===== src/rtl/wbu_cwdecode_if.sv =====
// wbu_cwdecode_if
// Bundles the symbol input, the codeword output handshake and the status
// flags of the wbu codeword assembler.
//   i_stb, i_valid, i_hexbits : symbol strobe / data-vs-newline / 6-bit symbol
//   o_stb, i_busy, o_codword  : output FIFO head valid, downstream stall, word
//   o_overflow, o_timeout     : sticky drop flag, partial-word discard pulse
// Handshake: a codeword transfers on every rising edge where o_stb && !i_busy;
// o_stb/o_codword hold steady while i_busy is high. The symbol side has no
// back-pressure: every i_stb is consumed on the edge it is seen.
interface wbu_cwdecode_if #(
    parameter int NSYM = 6
);
    localparam int CW = 6 * NSYM;

    logic          i_stb;
    logic          i_valid;
    logic [5:0]    i_hexbits;
    logic          o_stb;
    logic          i_busy;
    logic [CW-1:0] o_codword;
    logic          o_overflow;
    logic          o_timeout;

    // Drives symbols and the stall, observes codewords (serial decoder +
    // command engine side).
    modport master (
        output i_stb, i_valid, i_hexbits, i_busy,
        input  o_stb, o_codword, o_overflow, o_timeout
    );

    // The assembler itself.
    modport slave (
        input  i_stb, i_valid, i_hexbits, i_busy,
        output o_stb, o_codword, o_overflow, o_timeout
    );
endinterface


===== src/rtl/wbu_cwdecode.sv =====
// wbu_cwdecode
// Collects 6-bit symbols into codewords of up to NSYM symbols using the wbu
// header length rules, queues finished words in a 2^LGFIFO deep FIFO and
// drops stale partial words after TIMEOUT idle cycles (0 disables).
// Ports:
//   i_clk   : clock, rising edge
//   i_reset : synchronous active-high reset
//   bus     : wbu_cwdecode_if.slave (symbols in, codewords/status out)
module wbu_cwdecode #(
    parameter int NSYM    = 6,
    parameter int LGFIFO  = 2,
    parameter int TIMEOUT = 1024
) (
    input  logic           i_clk,
    input  logic           i_reset,
    wbu_cwdecode_if.slave  bus
);
    localparam int CW    = 6 * NSYM;
    localparam int LW    = $clog2(NSYM + 1);
    localparam int DEPTH = 1 << LGFIFO;
    localparam int TW    = (TIMEOUT > 1) ? $clog2(TIMEOUT + 1) : 1;

    // Idle count at which the next idle cycle reaches TIMEOUT.
    localparam logic [TW-1:0]     TO_LAST    = TW'((TIMEOUT > 0) ? TIMEOUT - 1 : 0);
    localparam logic [LGFIFO:0]   FIFO_FULL  = (LGFIFO + 1)'(DEPTH);
    localparam logic [5:0]        EOW_SYM    = 6'h2e;

    // Expected codeword length from the first symbol's header bits.
    function automatic logic [LW-1:0] hdr_len(input logic [5:0] s);
        if (s[5:4] == 2'b11)
            return LW'(2);
        else if (s[5:4] == 2'b10)
            return LW'(1);
        else if (s[5:3] == 3'b010)
            return LW'(2);
        else if (s[5:3] == 3'b001)
            return LW'(2) + LW'(s[2:1]);
        else
            return LW'(NSYM);
    endfunction

    // ------------------------------------------------------------------
    // Assembler
    // ------------------------------------------------------------------
    logic [LW-1:0] r_len_q,  r_len_d;
    logic [LW-1:0] cw_len_q, cw_len_d;
    logic [1:0]    lastcw_q, lastcw_d;
    logic [CW-1:0] asm_q,    asm_d;
    logic [TW-1:0] idle_q,   idle_d;
    logic          timeout_q, timeout_d;

    logic          sym_acc;
    logic          newline;
    logic [LW-1:0] eff_len;
    logic [CW-1:0] sym_top;
    logic [CW-1:0] asm_next;
    logic          push;
    logic [CW-1:0] push_word;

    assign sym_acc = bus.i_stb & bus.i_valid;
    assign newline = bus.i_stb & ~bus.i_valid;
    assign sym_top = {bus.i_hexbits, {(CW-6){1'b0}}};

    always_comb begin
        r_len_d   = r_len_q;
        cw_len_d  = cw_len_q;
        lastcw_d  = lastcw_q;
        asm_d     = asm_q;
        timeout_d = 1'b0;
        push      = 1'b0;
        push_word = '0;
        eff_len   = cw_len_q;
        asm_next  = asm_q;

        // Idle counter only runs while a partial word is held and no symbol
        // arrives.
        if (bus.i_stb || (r_len_q == '0))
            idle_d = '0;
        else
            idle_d = idle_q + TW'(1);

        if (sym_acc) begin
            if (cw_len_q == '0) begin
                // First symbol: its header fixes the length and the lower
                // bits of the assembly register start clean.
                eff_len  = hdr_len(bus.i_hexbits);
                asm_next = sym_top;
            end else begin
                // Lower bits are already zero, so OR-ing the shifted symbol
                // places it in its slot.
                asm_next = asm_q | (sym_top >> (6 * int'(r_len_q)));
            end
            asm_d = asm_next;
            if ((r_len_q + LW'(1)) == eff_len) begin
                push      = 1'b1;
                push_word = asm_next;
                r_len_d   = '0;
                cw_len_d  = '0;
                lastcw_d  = asm_next[CW-1 -: 2];
            end else begin
                r_len_d  = r_len_q + LW'(1);
                cw_len_d = eff_len;
            end
        end else if (newline) begin
            r_len_d  = '0;
            cw_len_d = '0;
            // A newline after a write word closes the write burst once.
            if (lastcw_q == 2'b01) begin
                push      = 1'b1;
                push_word = {EOW_SYM, {(CW-6){1'b0}}};
                lastcw_d  = 2'b10;
            end
        end else if ((TIMEOUT > 0) && (r_len_q != '0) && (idle_q == TO_LAST)) begin
            r_len_d   = '0;
            cw_len_d  = '0;
            idle_d    = '0;
            timeout_d = 1'b1;
        end
    end

    always_ff @(posedge i_clk) begin
        if (i_reset) begin
            r_len_q   <= '0;
            cw_len_q  <= '0;
            lastcw_q  <= '0;
            asm_q     <= '0;
            idle_q    <= '0;
            timeout_q <= 1'b0;
        end else begin
            r_len_q   <= r_len_d;
            cw_len_q  <= cw_len_d;
            lastcw_q  <= lastcw_d;
            asm_q     <= asm_d;
            idle_q    <= idle_d;
            timeout_q <= timeout_d;
        end
    end

    // ------------------------------------------------------------------
    // Output FIFO
    // ------------------------------------------------------------------
    logic [CW-1:0]     mem_q [DEPTH];
    logic [LGFIFO-1:0] rd_q,  rd_d;
    logic [LGFIFO-1:0] wr_q,  wr_d;
    logic [LGFIFO:0]   cnt_q, cnt_d;
    logic              ovf_q, ovf_d;
    logic              full;
    logic              pop;
    logic              wr_en;

    assign full  = (cnt_q == FIFO_FULL);
    assign pop   = (cnt_q != '0) & ~bus.i_busy;
    // A simultaneous pop frees the slot, so a push into a full FIFO succeeds.
    assign wr_en = push & (~full | pop);

    always_comb begin
        rd_d  = rd_q;
        wr_d  = wr_q;
        cnt_d = cnt_q;
        ovf_d = ovf_q;
        if (pop)
            rd_d = rd_q + LGFIFO'(1);
        if (wr_en)
            wr_d = wr_q + LGFIFO'(1);
        if (wr_en && !pop)
            cnt_d = cnt_q + (LGFIFO + 1)'(1);
        else if (!wr_en && pop)
            cnt_d = cnt_q - (LGFIFO + 1)'(1);
        if (push && !wr_en)
            ovf_d = 1'b1;
    end

    always_ff @(posedge i_clk) begin
        if (i_reset) begin
            rd_q  <= '0;
            wr_q  <= '0;
            cnt_q <= '0;
            ovf_q <= 1'b0;
        end else begin
            rd_q  <= rd_d;
            wr_q  <= wr_d;
            cnt_q <= cnt_d;
            ovf_q <= ovf_d;
        end
    end

    // Storage needs no reset: the head is masked to zero while empty.
    always_ff @(posedge i_clk) begin
        if (wr_en && !i_reset)
            mem_q[wr_q] <= push_word;
    end

    assign bus.o_stb      = (cnt_q != '0);
    assign bus.o_codword  = (cnt_q != '0) ? mem_q[rd_q] : '0;
    assign bus.o_overflow = ovf_q;
    assign bus.o_timeout  = timeout_q;

endmodule


===== src/flat_wrapper.sv =====
// flat-port wrapper written by rule: the top's interface ports become plain ports
module wbu_cwdecode_flat 
#(
    parameter int NSYM    = 6,
    parameter int LGFIFO  = 2,
    parameter int TIMEOUT = 1024
)
  (i_clk, i_reset, bus_i_stb, bus_i_valid, bus_i_hexbits, bus_i_busy, bus_o_stb, bus_o_codword, bus_o_overflow, bus_o_timeout);
  wbu_cwdecode_if #(.NSYM(NSYM)) bus_i ();
  input  logic i_clk;
  input  logic i_reset;
  input wire logic [$bits(bus_i.i_stb)-1:0] bus_i_stb;
  input wire logic [$bits(bus_i.i_valid)-1:0] bus_i_valid;
  input wire logic [$bits(bus_i.i_hexbits)-1:0] bus_i_hexbits;
  input wire logic [$bits(bus_i.i_busy)-1:0] bus_i_busy;
  output wire logic [$bits(bus_i.o_stb)-1:0] bus_o_stb;
  output wire logic [$bits(bus_i.o_codword)-1:0] bus_o_codword;
  output wire logic [$bits(bus_i.o_overflow)-1:0] bus_o_overflow;
  output wire logic [$bits(bus_i.o_timeout)-1:0] bus_o_timeout;
  assign bus_i.i_stb = bus_i_stb;
  assign bus_i.i_valid = bus_i_valid;
  assign bus_i.i_hexbits = bus_i_hexbits;
  assign bus_i.i_busy = bus_i_busy;
  assign bus_o_stb = bus_i.o_stb;
  assign bus_o_codword = bus_i.o_codword;
  assign bus_o_overflow = bus_i.o_overflow;
  assign bus_o_timeout = bus_i.o_timeout;
  wbu_cwdecode #(.NSYM(NSYM), .LGFIFO(LGFIFO), .TIMEOUT(TIMEOUT)) u_core (.i_clk(i_clk), .i_reset(i_reset), .bus(bus_i));
endmodule

===== config.mk =====
export PLATFORM = sky130hd
export DESIGN_NAME = wbu_cwdecode_flat
export DESIGN_NICKNAME = d
export VERILOG_FILES = /design/src/rtl/wbu_cwdecode_if.sv /design/src/rtl/wbu_cwdecode.sv /design/src/flat_wrapper.sv
export SDC_FILE = /design/constraint.sdc
export NUM_CORES = 1
export LEC_CHECK = 0
export BUFFER_PORTS_ARGS = -buffer_cell sky130_fd_sc_hd__buf_2
export CAP_MARGIN = 20
export CORE_MARGIN = 2
export CORE_UTILIZATION = 50
export CTS_BUF_LIST = sky130_fd_sc_hd__clkbuf_16
export CTS_CLUSTER_DIAMETER = 50
export DETAILED_ROUTE_END_ITERATION = 6
export GPL_ROUTABILITY_DRIVEN = 0
export GPL_TIMING_DRIVEN = 0
export PLACE_DENSITY = 0.79
export SLEW_MARGIN = 20
export SYNTH_ARGS = -nofsm -noshare
export SYNTH_HDL_FRONTEND = slang
export SYNTH_SLANG_ARGS = --single-unit

===== constraint.sdc =====
create_clock -name i_clk -period 14.05 [get_ports i_clk]
set_input_delay 0.7025 -clock i_clk [delete_from_list [all_inputs] [get_ports i_clk]]
set_output_delay 0.7025 -clock i_clk [all_outputs]
set_load 0.1 [all_outputs]

# After elaboration in Yosys (flattened, before gate mapping)
# Memory sizes are Yosys's and may differ from the RTL's. A register that Yosys moved wholly into a read port is not among the register bits.
# Cells that the tools add are included.
# Widths: inputs -> output; s select.
[word_totals]
register_bits = 64
ram_bits = 144
output_inout_bits = 39
memories = 1
[classes]
addsub = 7
n_mul = 1
n_eq_ne = 9
shifts = 1
mux = 37
bitwise_logic = 9
reduce_logical = 19
[mem_list]
columns = ["name", "depth", "width", "read_ports", "rd_ports_with_merged_regs", "wr", "line_no", "source"]
rows = [
  ["u_core.mem_q", 4, 36, 1, 1, 1, "wbu_cwdecode.sv:142", "logic [CW-1:0] mem_q [DEPTH];"],
]
[op_table]
columns = ["operator", "count"]
rows = [
  ["$mux 36", 6],
  ["$mux 11", 4],
  ["$mux 3", 14],
  ["$or 36x36->36", 1],
  ["$shr 36x32->36", 1],
  ["$mux 2", 6],
  ["$add 11x1->11 const B", 1],
  ["$eq 11x10->1 const B", 1],
  ["$reduce_bool 3->1", 3],
  ["$mux 1", 7],
  ["$add 3x1->3 const B", 2],
  ["$logic_not 3->1", 2],
  ["$reduce_bool 2->1", 3],
  ["$logic_and 1x1->1", 5],
  ["$mul 2x3->5 const A", 1],
  ["$add 2x1->2 const B", 2],
  ["$and 1x1->1", 4],
  ["$eq 2x2->1 const B", 2],
  ["$add 2x2->3 const A", 1],
  ["$eq 3x1->1 const B", 1],
  ["$eq 3x2->1 const B", 1],
  ["$eq 3x3->1", 1],
  ["$eq 3x3->1 const B", 1],
  ["$logic_not 1->1", 3],
  ["8 further kinds", 10],
]

# Logic depth before layout (Yosys ltp)
[depth]
word_depth = 15
mapped_depth = 14
depth_no_buf = 13

# Least setup slack after synthesis
# Ideal clock, no wire load.
[synth_timing]
path_type = "in2reg"
start = "input port bus_i_hexbits[4]"
end = "memory u_core.mem_q[0][0] (netlist name) (enable)"
setup_time_ps = 482
t_arrival_ps = 4689
setup_slack_ps = 8880
cell_stages = 7
path_buffers = 1
path_cell_list = "buf_6 or3b_4 a31oi_4 xnor2_2 nand4_4 a21o_4 nor3b_1"
[synth_via]
elab_chain_len = 14
elab_cells_between_ends = 17
[synth_lines]
columns = ["element", "line_no", "source"]
rows = [
  ["start, declared", "flat_wrapper.sv:14", "input wire logic [$bits(bus_i.i_hexbits)-1:0] bus_i_hexbits;"],
  ["$eq 3x1->1", "wbu_cwdecode.sv:36", "else if (s[5:3] == 3'b001)"],
  ["$mux 3", "wbu_cwdecode.sv:36", ""],
  ["$mux 3", "wbu_cwdecode.sv:34", "else if (s[5:3] == 3'b010)"],
  ["$mux 3", "wbu_cwdecode.sv:32", "else if (s[5:4] == 2'b10)"],
  ["$mux 3 (*)", "wbu_cwdecode.sv:30", "if (s[5:4] == 2'b11)"],
  ["$mux 3 (*)", "wbu_cwdecode.sv:83", "if (cw_len_q == '0) begin"],
  ["$mux 3 (*)", "wbu_cwdecode.sv:82", "if (sym_acc) begin"],
  ["$eq 3x3->1 (*)", "wbu_cwdecode.sv:94", "if ((r_len_q + LW'(1)) == eff_len) begin"],
  ["$mux 1 (*)", "wbu_cwdecode.sv:94", ""],
  ["$mux 1 (*)", "wbu_cwdecode.sv:82", ""],
  ["$and 1x1->1 (*)", "wbu_cwdecode.sv:154", "assign wr_en = push & (~full | pop);"],
  ["$logic_and 1x1->1 (*)", "wbu_cwdecode.sv:189", "if (wr_en && !i_reset)"],
  ["$mux 1 (*)", "wbu_cwdecode.sv:189", ""],
  ["$mux 1 (not written as such) (*)", "wbu_cwdecode.sv:190", "mem_q[wr_q] <= push_word;"],
  ["end, declared", "wbu_cwdecode.sv:142", ""],
]
# Mark *: on every way between the ends. The rest lies on a longest branch, timed or not. The select of a mux whose other input is x is not followed.

# Worst setup path in the final report
[layout_timing]
start = "register u_core.r_len_q[0]"
end = "memory u_core.mem_q[2][9] (netlist name) (enable)"
[layout_via]
elab_chain_len = 8
[layout_lines]
columns = ["element", "line_no", "source"]
rows = [
  ["start, declared", "wbu_cwdecode.sv:45", "logic [LW-1:0] r_len_q, r_len_d;"],
  ["start signal, assigned", "wbu_cwdecode.sv:130", "r_len_q <= r_len_d;"],
  ["$add 3x1->3", "wbu_cwdecode.sv:94", ""],
  ["$eq 3x3->1", "wbu_cwdecode.sv:94", ""],
  ["$mux 1", "wbu_cwdecode.sv:94", ""],
  ["$mux 1", "wbu_cwdecode.sv:82", ""],
  ["$and 1x1->1", "wbu_cwdecode.sv:154", ""],
  ["$logic_and 1x1->1", "wbu_cwdecode.sv:189", ""],
  ["$mux 1", "wbu_cwdecode.sv:189", ""],
  ["$mux 1 (not written as such)", "wbu_cwdecode.sv:190", ""],
]
# Every way passes these cells.

==> flow_metrics.tcl <==
set metrics [dict create \
    setup_tns_ps 0 \
    firstDrtPassIters 6 \
    antenna_found_initial 0 \
    skew_ps 7.176 \
    htreeDepth 1 \
    wl_um 18680 \
    wl_per_cell_um 18.17 \
    fp.dieH_um 138.0 \
    cts_buffers 21 \
    avgSynthCellArea_um2 12.82 \
    finalCritPeriodShare_pct 27.16 \
    crit_type "flip-flop to flip-flop" \
    fp.coreArea_um2 17780 \
    die_w_um 138.0 \
    clk_pin_slew_ps 60 \
    path_max_fanout 10 \
    slowest_delay_ps 650 \
    layout_setup_ws_ps 10230 \
    fill_cells 1408 \
    cp_cell_sequence "buf_2, buf_2, inv_1, ha_1, xor2_1, nand4_4, a21o_4, nor3b_2, buf_4, buf_6, buf_4" \
    netlist-cell-type-count 55 \
    ys_ff_latch 210 \
    synth_top_area_share_pct 48.13 \
    rsz0062_at_grt "false" \
    async_flop_share_pct 0 \
    clk_latency_ps 480 \
    via_per_inst 5.647 \
    dpl-instance-area_um2 9652 \
    post-place-ws_ps 10260 \
    grt_pass1_vias 5749 \
    start_util_pct 50.53 \
    synth_seq_area_share_pct 62.84 \
    die-area_um2 19060 \
    leakagePower_nw 3.397 \
    grt_max_degree 16 \
    drv_slew 0 \
    fin_nets 809 \
    syn_area_um2 8984 \
    utilization_pct 57.84 \
    hold_buffers 0 \
    timing.fmax_mhz 262.1 \
    power.density_nw_per_um2 207.1 \
    start_kind "flip-flop" \
    cts-root-buf "clkbuf_16" \
    yosysTopAreaCell "edfxtp_1" \
    synth_fp_nets 724 \
    clockBufferDepth 3 \
    dp_hpwl_um 13150 \
    cp_num_buf_inv 6 \
    overflow 0 \
    drcViolationCount 0 \
    fp-row-count 49 \
    holdWs_ps 438.3 \
    maxCapViolCount 0 \
    worstMarginPinSlew_ps 871.2 \
    port_buffers 46 \
    status "complete, no violations" \
    critPathRequiredTime_ps 14230 \
    crit_arrival_ps 4000 \
    slowest_stage "nor3b_2" \
    slew_headroom_pct 41.66 \
    cp-end-kind "flip-flop" \
    hold_path_class "flip-flop to flip-flop" \
    area_growth_pct 14.47 \
    synthTopCellsByCount "edfxtp_1, nor2_1, dfxtp_1" \
    clock-sinks 210 \
    cts_tree "done" \
    drive_above_1_share_pct 19.02 \
    drt_iter0_markers 446 \
    setup_viol_count_final 0 \
    grt_first_pass_wirelength_um 30180 \
    cts_setup_buffers 0 \
    yosysWarnings 0 \
    io_pins 50 \
    track_usage_pct 19.60 \
    cts-resized-gates 0 \
    diodes 0 \
    ant_nets 0 \
    netlist_instances 701 \
    vias 5805 \
    hold_viol 0 \
    period_needed_ps 3815 \
    synth_edf_count 144 \
    yosys_most_used_dff "edfxtp_1" \
    vdd.ir_drop.worst_mv 0.1672 \
    synth_area_leaders "edfxtp_1, dfxtp_1, mux4_2, nor2_1, a21oi_1" \
    final_cell_area_um2 10280 \
    critPathTopFamily "buffers and inverters" \
    synth.most_common_cell "edfxtp_1" \
]
[logic make-up (layout without fill, tap and decap cells)]
group,after synthesis,after routing,share of synthesized area [%]
mux,46,46,10.22
xor+xnor,16,16,1.644
fa+ha+maj,12,12,1.838
compound gates,124,124,8.120
simple gates,245,245,13.08
buf+inv,48,146,2.256
flops,210,210,62.84
[final cells by class]
type,instances,area [um2],area share (%)
flip-flops and latches,210,5645,54.90
multi-input cells,443,3156,30.69
clock buffers,23,575.6,5.597
repair buffers,62,361.6,3.516
well taps,229,286.5,2.786
plain buffers,39,166.4,1.618
clock inverters,13,56.30,0.5475
inverters,9,36.28,0.3528
[where the power goes]
group	internal [mW]	leakage [nW]	switching [mW]	total, mW
Sequential	0.666	1.77	0.00849	0.675
Clock	0.293	0.340	0.214	0.507
Combinational	0.161	1.28	0.787	0.948
[layer usage]
metal / vias to the layer above / part of all wire, % / global-route usage (%) / wire [um]
met1: 2826 / 42 / 27.06 / 7837
met4: 0 / 2.5 / 5.693 / 467
li1: 2731 / - / - / -
met3: 26 / 6.8 / 2.736 / 1276
met2: 222 / 49 / 32.88 / 9096
met5: - / 0 / 0 / 0
[stage by stage]
step	instances	total power [mW]
finish	1028	2.130
floorplan	701	1.503
CTS	1028	2.149
global route	1028	2.206
global placement	976	1.638
detailed placement	992	1.642
[final timing paths]
check	startpoint	to	cells past startpoint	slack (ps)
worst max-delay path	u_core.r_len_q[0]	u_core.mem_q[2][9]	11	10230
worst min-delay path	u_core.idle_q[10]	u_core.idle_q[10]	2	440
worst min register to register	u_core.idle_q[10]	u_core.idle_q[10]	2	440
worst max register to register	u_core.r_len_q[0]	u_core.mem_q[2][9]	11	10230
[sequential cells by signal (all words and copies together), names as in the netlist, named ones only]
register	cells
u_core.cnt_q	3
u_core.wr_q	2
u_core.mem_q	144
u_core.r_len_q	3
u_core.cw_len_q	3
u_core.asm_q	36
u_core.lastcw_q	2
u_core.bus.o_overflow	1
u_core.bus.o_timeout	1
u_core.idle_q	11
u_core.rd_q	2
[worst register-to-register path: cells and delay by family (launching register included)]
kind / cells / cell delay [ps]
buffers and inverters: 6 / 1330
DFF: 1 / 330
AOI/OAI and AO/OA: 1 / 310
xor gates and xnor gates: 1 / 340
adders and majority gates: 1 / 370
and+or+nand+nor: 2 / 830
[placed cells by master (no fill, tap or decap), types with 3 or more instances in the layout]
cell type / synthesis / layout
edfxtp_1: 144 / 144
nor2_1: 87 / 87
dfxtp_1: 66 / 66
a21oi_1: 61 / 61
nand2_1: 61 / 61
buf_2: 7 / 53
nor2b_1: 45 / 45
mux4_2: 36 / 36
o21ai_0: 34 / 34
clkbuf_1: 26 / 26
clkbuf_16: 0 / 23
nor3_1: 18 / 18
inv_1: 8 / 15
buf_4: 1 / 14
ha_1: 10 / 10
xor2_1: 9 / 9
mux2i_1: 7 / 7
xnor2_1: 6 / 6
nand3_1: 6 / 6
o211ai_1: 5 / 5
a22oi_1: 5 / 5
buf_6: 1 / 4
or3_1: 4 / 4
buf_1: 4 / 4
nand2b_1: 4 / 4
a32oi_1: 4 / 4
nor3b_2: 0 / 4
nand4_1: 3 / 3
No activity file was read; power rests on OpenSTA's default activity.
